**config.mk**
```make
export PLATFORM = sky130hd
export DESIGN_NAME = ps2_rx_fifo
export DESIGN_NICKNAME = d
export VERILOG_FILES = /design/src/rtl/ps2_rx_fifo_pkg.sv /design/src/rtl/sync_fifo.sv /design/src/rtl/ps2_rx_fifo.sv
export SDC_FILE = /design/constraint.sdc
export NUM_CORES = 1
export LEC_CHECK = 0
export BUFFER_PORTS_ARGS = -buffer_cell sky130_fd_sc_hd__buf_4
export CORE_UTILIZATION = 45
export DETAILED_ROUTE_END_ITERATION = 8
export GPL_ROUTABILITY_DRIVEN = 0
export SETUP_SLACK_MARGIN = 0.05
export SYNTH_ARGS = -nofsm -noshare
export SYNTH_HDL_FRONTEND = slang
export SYNTH_HIERARCHICAL = 1
export SYNTH_SLANG_ARGS = --single-unit
```
**constraint.sdc**
```tcl
create_clock -name clk -period 3.3 [get_ports clk]
set_input_delay 0.66 -clock clk [delete_from_list [all_inputs] [get_ports clk]]
set_output_delay 0.66 -clock clk [all_outputs]
set_load 0.005 [all_outputs]
```
**src/rtl/ps2_rx_fifo_pkg.sv**
```systemverilog
// ps2_pkg: shared constants, types and helpers for the PS/2 receive path.
//   PS2_PREFIX_EXT / PS2_PREFIX_BRK : scan-code prefixes folded into flags
//   PS2_FRAME_BITS                  : start + 8 data + parity + stop
//   ps2_entry_t                     : one queued result {ext, brk, code}
//   ps2_state_t                     : deframer FSM states
package ps2_pkg;

  localparam logic [7:0] PS2_PREFIX_EXT = 8'hE0;
  localparam logic [7:0] PS2_PREFIX_BRK = 8'hF0;
  localparam int         PS2_FRAME_BITS = 11;

  typedef struct packed {
    logic       ext;
    logic       brk;
    logic [7:0] code;
  } ps2_entry_t;

  typedef enum logic [1:0] {
    IDLE,
    RECV,
    CHECK
  } ps2_state_t;

  // Frame layout: [0]=start, [8:1]=data LSB first, [9]=odd parity, [10]=stop.
  function automatic logic ps2_frame_ok(input logic [PS2_FRAME_BITS-1:0] f);
    return (f[0] == 1'b0) && (f[10] == 1'b1) && (^f[9:1] == 1'b1);
  endfunction

endpackage

```
**src/rtl/sync_fifo.sv**
```systemverilog
// sync_fifo: single-clock FIFO with show-ahead head output.
//   clk, clrn    : clock, asynchronous active-low reset
//   push, wdata  : write request and data (dropped when full unless popping)
//   pop          : remove head entry (ignored when empty)
//   full, empty  : occupancy flags
//   level        : current occupancy, 0..DEPTH
//   head         : oldest entry, forced to 0 while empty
module sync_fifo #(
  parameter int WIDTH = 10,
  parameter int DEPTH = 8
) (
  input  logic                     clk,
  input  logic                     clrn,
  input  logic                     push,
  input  logic [WIDTH-1:0]         wdata,
  input  logic                     pop,
  output logic                     full,
  output logic                     empty,
  output logic [$clog2(DEPTH):0]   level,
  output logic [WIDTH-1:0]         head
);

  localparam int AW = $clog2(DEPTH);
  localparam int LW = AW + 1;

  logic [WIDTH-1:0] mem_q [DEPTH];
  logic [AW-1:0]    wr_ptr_q, rd_ptr_q;
  logic [LW-1:0]    level_q, level_d;
  logic             push_ok, pop_ok;

  assign empty   = (level_q == '0);
  assign full    = (level_q == LW'(DEPTH));
  assign pop_ok  = pop & ~empty;
  // A pop in the same cycle frees the slot the push needs.
  assign push_ok = push & (~full | pop_ok);
  assign level_d = level_q + LW'(push_ok) - LW'(pop_ok);

  always_ff @(posedge clk or negedge clrn) begin
    if (!clrn) begin
      wr_ptr_q <= '0;
      rd_ptr_q <= '0;
      level_q  <= '0;
    end else begin
      if (push_ok) wr_ptr_q <= wr_ptr_q + AW'(1);
      if (pop_ok)  rd_ptr_q <= rd_ptr_q + AW'(1);
      level_q <= level_d;
    end
  end

  always_ff @(posedge clk) begin
    if (push_ok) mem_q[wr_ptr_q] <= wdata;
  end

  // Gating with empty keeps the output defined (and 0 after reset).
  assign head  = empty ? '0 : mem_q[rd_ptr_q];
  assign level = level_q;

endmodule

```
**src/rtl/ps2_rx_fifo.sv**
```systemverilog
// ps2_rx_fifo: PS/2 device-to-host receiver with prefix folding and FIFO.
//   clk, clrn          : system clock, asynchronous active-low reset
//   ps2_clk, ps2_data  : asynchronous PS/2 pins
//   rd_en              : pop head entry (ignored while valid=0)
//   clr_err            : clear sticky error flags (a same-cycle set wins)
//   valid, data, ext, brk, level : FIFO head and occupancy
//   overflow, parity_err, frame_err : sticky error flags
module ps2_rx_fifo
  import ps2_pkg::*;
#(
  parameter int FIFO_DEPTH = 8,
  parameter int FILTER_LEN = 4,
  parameter int TIMEOUT    = 50000,
  parameter int COOKED     = 1
) (
  input  logic                          clk,
  input  logic                          clrn,
  input  logic                          ps2_clk,
  input  logic                          ps2_data,
  input  logic                          rd_en,
  input  logic                          clr_err,
  output logic                          valid,
  output logic [7:0]                    data,
  output logic                          ext,
  output logic                          brk,
  output logic [$clog2(FIFO_DEPTH):0]   level,
  output logic                          overflow,
  output logic                          parity_err,
  output logic                          frame_err
);

  localparam int FCW = $clog2(FILTER_LEN + 1);
  localparam int WDW = $clog2(TIMEOUT + 1);

  logic clk_s1_q, clk_s2_q, dat_s1_q, dat_s2_q;
  logic filt_q, filt_d, strobe_q, strobe_d;
  logic [FCW-1:0] flt_cnt_q, flt_cnt_d;

  ps2_state_t                state_q, state_d;
  logic [3:0]                bit_cnt_q, bit_cnt_d;
  logic [PS2_FRAME_BITS-1:0] frame_q, frame_d;
  logic [WDW-1:0]            wdog_q, wdog_d;
  logic                      ext_pend_q, ext_pend_d, brk_pend_q, brk_pend_d;
  logic                      overflow_q, parity_err_q, frame_err_q;
  logic                      push, perr_set, ferr_set, ovf_set;
  logic                      fifo_full, fifo_empty;
  logic [7:0]                code;
  ps2_entry_t                push_entry, head_entry;

  // Filtered clock moves only once the new level has been seen FILTER_LEN times in a row.
  always_comb begin
    filt_d    = filt_q;
    flt_cnt_d = '0;
    if (clk_s2_q != filt_q) begin
      if (flt_cnt_q == FCW'(FILTER_LEN - 1)) filt_d = clk_s2_q;
      else                                   flt_cnt_d = flt_cnt_q + FCW'(1);
    end
    strobe_d = filt_q & ~filt_d;
  end

  assign code = frame_q[8:1];

  always_comb begin
    state_d    = state_q;
    bit_cnt_d  = bit_cnt_q;
    frame_d    = frame_q;
    wdog_d     = wdog_q;
    ext_pend_d = ext_pend_q;
    brk_pend_d = brk_pend_q;
    push       = 1'b0;
    push_entry = '0;
    perr_set   = 1'b0;
    ferr_set   = 1'b0;
    case (state_q)
      IDLE: begin
        wdog_d = '0;
        if (strobe_q) begin
          frame_d    = '0;
          frame_d[0] = dat_s2_q;
          bit_cnt_d  = 4'd1;
          state_d    = RECV;
        end
      end
      RECV: begin
        if (strobe_q) begin
          frame_d[bit_cnt_q] = dat_s2_q;
          wdog_d             = '0;
          if (bit_cnt_q == 4'(PS2_FRAME_BITS - 1)) state_d = CHECK;
          else                                     bit_cnt_d = bit_cnt_q + 4'd1;
        end else if (wdog_q == WDW'(TIMEOUT - 1)) begin
          // Device stalled mid-frame: abandon it and resynchronise on the next start bit.
          ferr_set   = 1'b1;
          frame_d    = '0;
          ext_pend_d = 1'b0;
          brk_pend_d = 1'b0;
          wdog_d     = '0;
          state_d    = IDLE;
        end else begin
          wdog_d = wdog_q + WDW'(1);
        end
      end
      CHECK: begin
        state_d = IDLE;
        if (ps2_frame_ok(frame_q)) begin
          if (COOKED != 0 && code == PS2_PREFIX_EXT) begin
            ext_pend_d = 1'b1;
          end else if (COOKED != 0 && code == PS2_PREFIX_BRK) begin
            brk_pend_d = 1'b1;
          end else begin
            push       = 1'b1;
            push_entry = '{ext: ext_pend_q, brk: brk_pend_q, code: code};
            ext_pend_d = 1'b0;
            brk_pend_d = 1'b0;
          end
        end else begin
          perr_set   = 1'b1;
          ext_pend_d = 1'b0;
          brk_pend_d = 1'b0;
        end
      end
      default: state_d = IDLE;
    endcase
  end

  // Full implies valid, so rd_en alone decides whether the slot is freed.
  assign ovf_set = push & fifo_full & ~rd_en;

  always_ff @(posedge clk or negedge clrn) begin
    if (!clrn) begin
      clk_s1_q     <= 1'b1;
      clk_s2_q     <= 1'b1;
      dat_s1_q     <= 1'b1;
      dat_s2_q     <= 1'b1;
      filt_q       <= 1'b1;
      flt_cnt_q    <= '0;
      strobe_q     <= 1'b0;
      state_q      <= IDLE;
      bit_cnt_q    <= '0;
      frame_q      <= '0;
      wdog_q       <= '0;
      ext_pend_q   <= 1'b0;
      brk_pend_q   <= 1'b0;
      overflow_q   <= 1'b0;
      parity_err_q <= 1'b0;
      frame_err_q  <= 1'b0;
    end else begin
      clk_s1_q     <= ps2_clk;
      clk_s2_q     <= clk_s1_q;
      dat_s1_q     <= ps2_data;
      dat_s2_q     <= dat_s1_q;
      filt_q       <= filt_d;
      flt_cnt_q    <= flt_cnt_d;
      strobe_q     <= strobe_d;
      state_q      <= state_d;
      bit_cnt_q    <= bit_cnt_d;
      frame_q      <= frame_d;
      wdog_q       <= wdog_d;
      ext_pend_q   <= ext_pend_d;
      brk_pend_q   <= brk_pend_d;
      overflow_q   <= ovf_set  | (overflow_q   & ~clr_err);
      parity_err_q <= perr_set | (parity_err_q & ~clr_err);
      frame_err_q  <= ferr_set | (frame_err_q  & ~clr_err);
    end
  end

  sync_fifo #(
    .WIDTH ($bits(ps2_entry_t)),
    .DEPTH (FIFO_DEPTH)
  ) u_fifo (
    .clk   (clk),
    .clrn  (clrn),
    .push  (push),
    .wdata (push_entry),
    .pop   (rd_en),
    .full  (fifo_full),
    .empty (fifo_empty),
    .level (level),
    .head  (head_entry)
  );

  assign valid      = ~fifo_empty;
  assign data       = head_entry.code;
  assign ext        = head_entry.ext;
  assign brk        = head_entry.brk;
  assign overflow   = overflow_q;
  assign parity_err = parity_err_q;
  assign frame_err  = frame_err_q;

endmodule
```
==> Yosys cells after proc, flatten, opt, wreduce, memory -nomap -nowiden <==
Memories as Yosys holds them, arrays and structs flattened.
Cells that the tools add are included.
Widths: inputs -> output; s select.
{ "classes": {"addsub": 7, "multipliers": 0, "n_div": 0, "magnitude_cmp": 2, "n_eq_ne": 18, "shift": 0, "muxes": 49, "n_bitwise": 18, "reduce_logical": 13} }
{ "op_table": {"columns": ["op", "n"], "rows": [
  ["$mux 10", 5],
  ["$mux 11", 3],
  ["$mux 16", 2],
  ["$pmux 16 s2", 1],
  ["$mux 1", 22],
  ["$pmux 11 s2", 1],
  ["$add 16x1->16 const B", 1],
  ["$eq 16x16->1 const B", 1],
  ["$eq 8x8->1 const B", 2],
  ["$mux 4", 3],
  ["$reduce_and 4->1", 3],
  ["$bwmux 11", 1],
  ["$ne 2x2->1 const B", 5],
  ["$add 3x1->3 const B", 3],
  ["$ne 3x3->1 const B", 3],
  ["$reduce_xor 9->1", 1],
  ["$and 1x1->1", 8],
  ["$eq 4x4->1 const B", 2],
  ["$mux 2", 4],
  ["$pmux 4 s2", 1],
  ["$mux 3", 2],
  ["$not 1->1", 6],
  ["$reduce_and 3->1", 2],
  ["$lt 4x5->1 const B", 1],
  ["other kinds (17)", 24]
]} }
{ "totals": {"regBits": 57, "latch_bits": 0, "ramBits": 80, "rom_bits": 0, "inputBits": 6, "out_inout_bits": 18, "word_cells": 127, "mem_count": 1} }
{ "memory_table": {"columns": ["name", "depth", "width", "rd", "rd_ports_with_merged_regs", "wr", "line", "text"], "rows": [
  ["u_fifo.mem_q", 8, 10, 1, 0, 1, "sync_fifo.sv:26", "logic [WIDTH-1:0] mem_q [DEPTH];"]
]} }

==> Logic depth before layout (Yosys ltp) <==
{ "logic_depth": {"ltp_word": 8, "mapped_depth": 12, "depth_no_buf": 12} }

==> Cells and area by module <==
The synthesis kept the hierarchy.
{ "by_module_without_submodules": {"columns": ["mod", "instances", "cells_each", "area_per_inst_um2", "seq_area_each_um2"], "rows": [
  ["sync_fifo", 1, 175, 3636.0, 2652.5],
  ["ps2_rx_fifo", 1, 270, 2551.2, 1182.4]
]} }

==> Worst setup path after synthesis <==
No wires, ideal clock.
{ "synth_timing": {"kind": "reg-to-reg", "from": "reg frame_q[3]", "to": "mem u_fifo.mem_q[0][0] (enable)", "setup_time_ps": 404, "arrival_time_ps": 2764, "t_required_ps": 2896, "path_slack_ps": 132, "stages_incl_launch_ff": 9, "path_buffers": 0, "synth_period_minus_slack_ps": 3168, "cell_sequence": "dfrtp_1 > inv_1 > ha_1 > xnor3_1 > xnor2_1 > nor4_4 > and2_4 > o21ai_4 > nor4_1"} }
{ "synth_via": {"elab_chain_cells": 8, "word_cells_on_any_way": 11, "cone_classes": "eq/ne (2); mux (6); bitwise (1); reduce/logical (2)"} }
{ "synth_rtl": {"columns": ["item", "line", "text"], "rows": [
  ["start, declared", "ps2_rx_fifo.sv:41", "logic [PS2_FRAME_BITS-1:0] frame_q, frame_d;"],
  ["start signal, assigned", "ps2_rx_fifo.sv:156", "frame_q <= frame_d;"],
  ["$eq 8x8->1", "ps2_rx_fifo.sv:107", "end else if (COOKED != 0 && code == PS2_PREFIX_BRK) begin"],
  ["$mux 1", "ps2_rx_fifo.sv:107", null],
  ["$mux 1", "ps2_rx_fifo.sv:105", "if (COOKED != 0 && code == PS2_PREFIX_EXT) begin"],
  ["$mux 1 *", "ps2_rx_fifo.sv:104", "if (ps2_frame_ok(frame_q)) begin"],
  ["$mux 1 *", "ps2_rx_fifo.sv:74", "case (state_q)"],
  ["named net push", "ps2_rx_fifo.sv:45", "logic push, perr_set, ferr_set, ovf_set;"],
  ["$and 1x1->1 *", "sync_fifo.sv:35", "assign push_ok = push & (~full | pop_ok);"],
  ["$mux 1 *", "sync_fifo.sv:51", "if (push_ok) mem_q[wr_ptr_q] <= wdata;"],
  ["$mux 1 (not written as such) *", "sync_fifo.sv:51", null],
  ["end, declared", "sync_fifo.sv:26", null]
]} }
The timed path passes the listed nets; every way through them passes the cells marked *.

==> Worst setup path in the final report <==
{ "layout_timing": {"from": "reg frame_q[3]", "to": "reg u_fifo.level_q[3] (netlist: u_fifo/level[3])"} }
{ "layout_via": {"elab_chain_cells": 8, "word_cells_on_any_way": 11, "cone_classes": "add/sub (2); eq/ne (2); mux (4); bitwise (1); reduce/logical (2)"} }
{ "layout_rtl": {"columns": ["item", "line", "text"], "rows": [
  ["$eq 8x8->1", "ps2_rx_fifo.sv:107", null],
  ["$mux 1", "ps2_rx_fifo.sv:107", null],
  ["$mux 1", "ps2_rx_fifo.sv:105", null],
  ["$mux 1 *", "ps2_rx_fifo.sv:104", null],
  ["$mux 1 *", "ps2_rx_fifo.sv:74", null],
  ["named net push", "ps2_rx_fifo.sv:45", null],
  ["$and 1x1->1 *", "sync_fifo.sv:35", null],
  ["$add 4x1->4 *", "sync_fifo.sv:36", "assign level_d = level_q + LW'(push_ok) - LW'(pop_ok);"],
  ["$sub 4x1->4 *", "sync_fifo.sv:36", null],
  ["named net u_fifo.level_d[3]", "sync_fifo.sv:28", "logic [LW-1:0] level_q, level_d;"],
  ["end signal, assigned", "sync_fifo.sv:46", "level_q <= level_d;"],
  ["end, declared", "sync_fifo.sv:28", null]
]} }
Marked as above.
A chain may end at the register's enable or synchronous reset.

==> impl_metrics.yaml <==
outcome:
  status: "finished clean"
clock_tree:
  cts_tree: "built"
  clkTransAtPathRegs_ps: 60
  clock-sinks: 137
  clockRootBuffer: "clkbuf_16"
  cts_buffers: 17
  clock_latency_ps: 410
  clock_path_buffers: 2
  hold_buffers: 0
  htree_levels: 4
grt:
  antenna_found_initial: 0
  grt_pass1_wl_um: 19000
  grt_overflow: 0
  grt_max_degree: 58
  grt_pass1_vias: 3723
  track_usage_pct: 17.8
timing:
  setup_viol: 0
  fin_setup_tns_ps: 0
  slew_violations: 0
  finalCritPeriodShare_pct: 90.7
  min_period_ps: 2990
  maxSlewHeadroom_pct: 45.5
  finalClockSkew_ps: 7.13
  worst_slew_pin_slew_ps: 809
  rsz0062_at_grt: "false"
  fmax_mhz: 334
  hold_viol: 0
synthesis:
  synth_area_leaders: "edfxtp_1 39%, dfrtp_1 21%, mux4_2 5.5%"
  ys_seq_elements: 137
  synth_edf_count: 80
  synth_nets: 470
  syn-cell-area_um2: 6190
  syn_inst: 445
  netlist.area_leader.share_pct: 38.8
  seq_area_frac_synth_pct: 62.0
  async_reset_ff_share_pct: 41.6
  synth_cell_types: 62
  syn_avg_cell_area_um2: 13.9
  synth.largest_area_cell: "edfxtp_1"
  yosys_warnings: 6
  synth-main-ff-cell: "edfxtp_1"
hold_path:
  hp-class: "input port to asynchronous set/reset pin"
routing:
  drtIter0Drc: 246
  ant_nets: 0
  drc_errors: 0
  wirelength_um: 11400
  first_pass_iters: 4
  num_vias: 3655
  vias_per_cell: 5.38
  routedWlPerCell_um: 16.8
critical_path:
  endpoint_kind: "flop"
  critPathRequiredTime_ps: 3630
  path_buf_inv: 2
  crit_family: "XOR/XNOR gates"
  path_max_fanout: 10
  critPathMaxStageDelay_ps: 400
  slowest_stage: "xnor3_1"
  critPathKind: "flop to flop"
  crit_chain: "inv_1, ha_1, xnor3_1, xnor2_1, nor4_4, buf_4, and2_4, or2_2, ha_1, a21o_1, a21oi_1, xor2_1"
  startpoint_type: "flop"
  worstPathArrival_ps: 3330
  crit_top_cell: "ha_1"
finish:
  final_cell_mix: "80 x edfxtp_1, 52 x dfrtp_1, 41 x nand2_1"
  nets: 515
  diodes: 0
  fin_cells: 679
  syn_to_final_growth_pct: 16.2
  drive_gt1_share_pct: 21.7
  final_common_cell: "edfxtp_1"
  num-fill-cells: 1137
floorplan:
  die_x_um: 119
  core_area_um2: 13300
  die_y_um: 119
  pin_count: 24
  start_util_pct: 46.4
  die_area_um2: 14200
  rows: 42
pwr:
  power.density_nw_per_um2: 640
  ir_drop_mv: 0.305
  p_leak_nw: 3.09
place:
  dp.cells: 643
  port-buffer-count: 23
  dp_hpwl_um: 7510
job:
  maxCapViolations: 0
## through the flow
stage / setup slack (ps) / hold WS [ps] / power (W) / utilization (%) / area [um2]
final: 306 / 311 / 0.00460 / 53.8 / 7190
after CTS: 124 / 325 / 0.00467 / 53.6 / 7160
after global routing: 116 / 329 / 0.00484 / 53.8 / 7190
after floorplan: 132 / 345 / 0.00266 / - / 6190
after global placement: 252 / 346 / 0.00286 / 49.4 / 6590
after detailed placement: 121 / 347 / 0.00288 / 49.4 / 6590
## synth_stat cells (2+ instances only)
cell and n:
a21o_1 3, a21oi_1 15, a22o_1 14, a22oi_1 2, a31oi_1 3, a32o_1 3
and3_1 13, and3b_1 2, buf_2 4, buf_6 4, clkbuf_1 4, dfrtp_1 52
dfstp_2 5, edfxtp_1 80, ha_1 18, inv_1 27, mux2_2 2, mux4_1 5
mux4_2 15, nand2_1 41, nand2b_1 5, nand3_1 12, nand4_1 3, nor2_1 19
nor2b_1 3, nor3_1 11, nor3b_1 4, nor4_1 2, o211ai_1 2, o21ai_0 14
o21ai_1 10, o21ai_2 2, or2_2 2, or3_1 3, or3b_4 2, xnor2_1 11
xor2_1 3
## kinds of logic after synthesis
kind of cell,after synthesis,share of synthesized area [%]
muxes,24,8.35
xor gates and xnor gates,15,2.35
DFF,137,62.0
and+or+nand+nor,135,12.2
adders and majority gates,19,3.96
AOI/OAI and AO/OA,75,8.15
buffers and inverters,40,3.01
## sequential cells by signal, indices dropped and copies added, names as in the netlist
register / cells
overflow: 1
flt_cnt_q: 3
parity_err: 1
ext_pend_q: 1
brk_pend_q: 1
dat_s1_q: 1
u_fifo/mem_q: 80
strobe_q: 1
clk_s1_q: 1
u_fifo/rd_ptr_q: 3
wdog_q: 16
dat_s2_q: 1
bit_cnt_q: 4
filt_q: 1
state_q: 2
clk_s2_q: 1
u_fifo/level: 4
frame_err: 1
frame_q: 11
u_fifo/wr_ptr_q: 3
## routing by layer
| metal | wire length [um] | global-route usage (%) |
|---|---|---|
| met4 | 153 | 6.88 |
| met3 | 288 | 4.17 |
| met1 | 5280 | 22.7 |
| met5 | 0 | 0 |
| met2 | 5650 | 29.5 |
## final timing paths
check	start	endpoint	slack, ps	depth (start not counted)
max in group asynchronous	clrn	frame_q[6]$_DFFE_PN0P_	2520	1
worst max-delay path	frame_q[3]$_DFFE_PN0P_	u_fifo/level[3]$_DFF_PN0_	310	12
worst min-delay path	clrn	wdog_q[6]$_DFFE_PN0P_	310	1
worst max register to register	frame_q[3]$_DFFE_PN0P_	u_fifo/level[3]$_DFF_PN0_	310	12
worst min register to register	dat_s1_q$_DFF_PN1_	dat_s2_q$_DFF_PN1_	350	0
min in group clk	ps2_data	dat_s1_q$_DFF_PN1_	350	1
## final cells by class
type	count	area, um2	share of cell area [%]
multi-input cells	268	2170	30.2
repair buffers	39	293	4.07
clock buffers	17	425	5.92
flip-flops and latches	137	3830	53.4
inverters	27	101	1.41
clock inverters	15	140	1.95
well taps	176	220	3.06
## what timing repair did
| action | in CTS | in global routing |
|---|---|---|
| setup endpoints to repair | 0 | 3 |
| gates resized for setup | 0 | 0 |
| buffers inserted | 0 | 4 |
## power by group
| group | leakage, nW | total, W | internal (W) | switching, W |
|---|---|---|---|---|
| Sequential | 1.69 | 0.00201 | 0.00191 | 0.000105 |
| Combinational | 1.14 | 0.000811 | 0.000350 | 0.000461 |
| Clock | 0.269 | 0.00178 | 0.00105 | 0.000730 |
No activity file was read; power rests on OpenSTA's default activity.
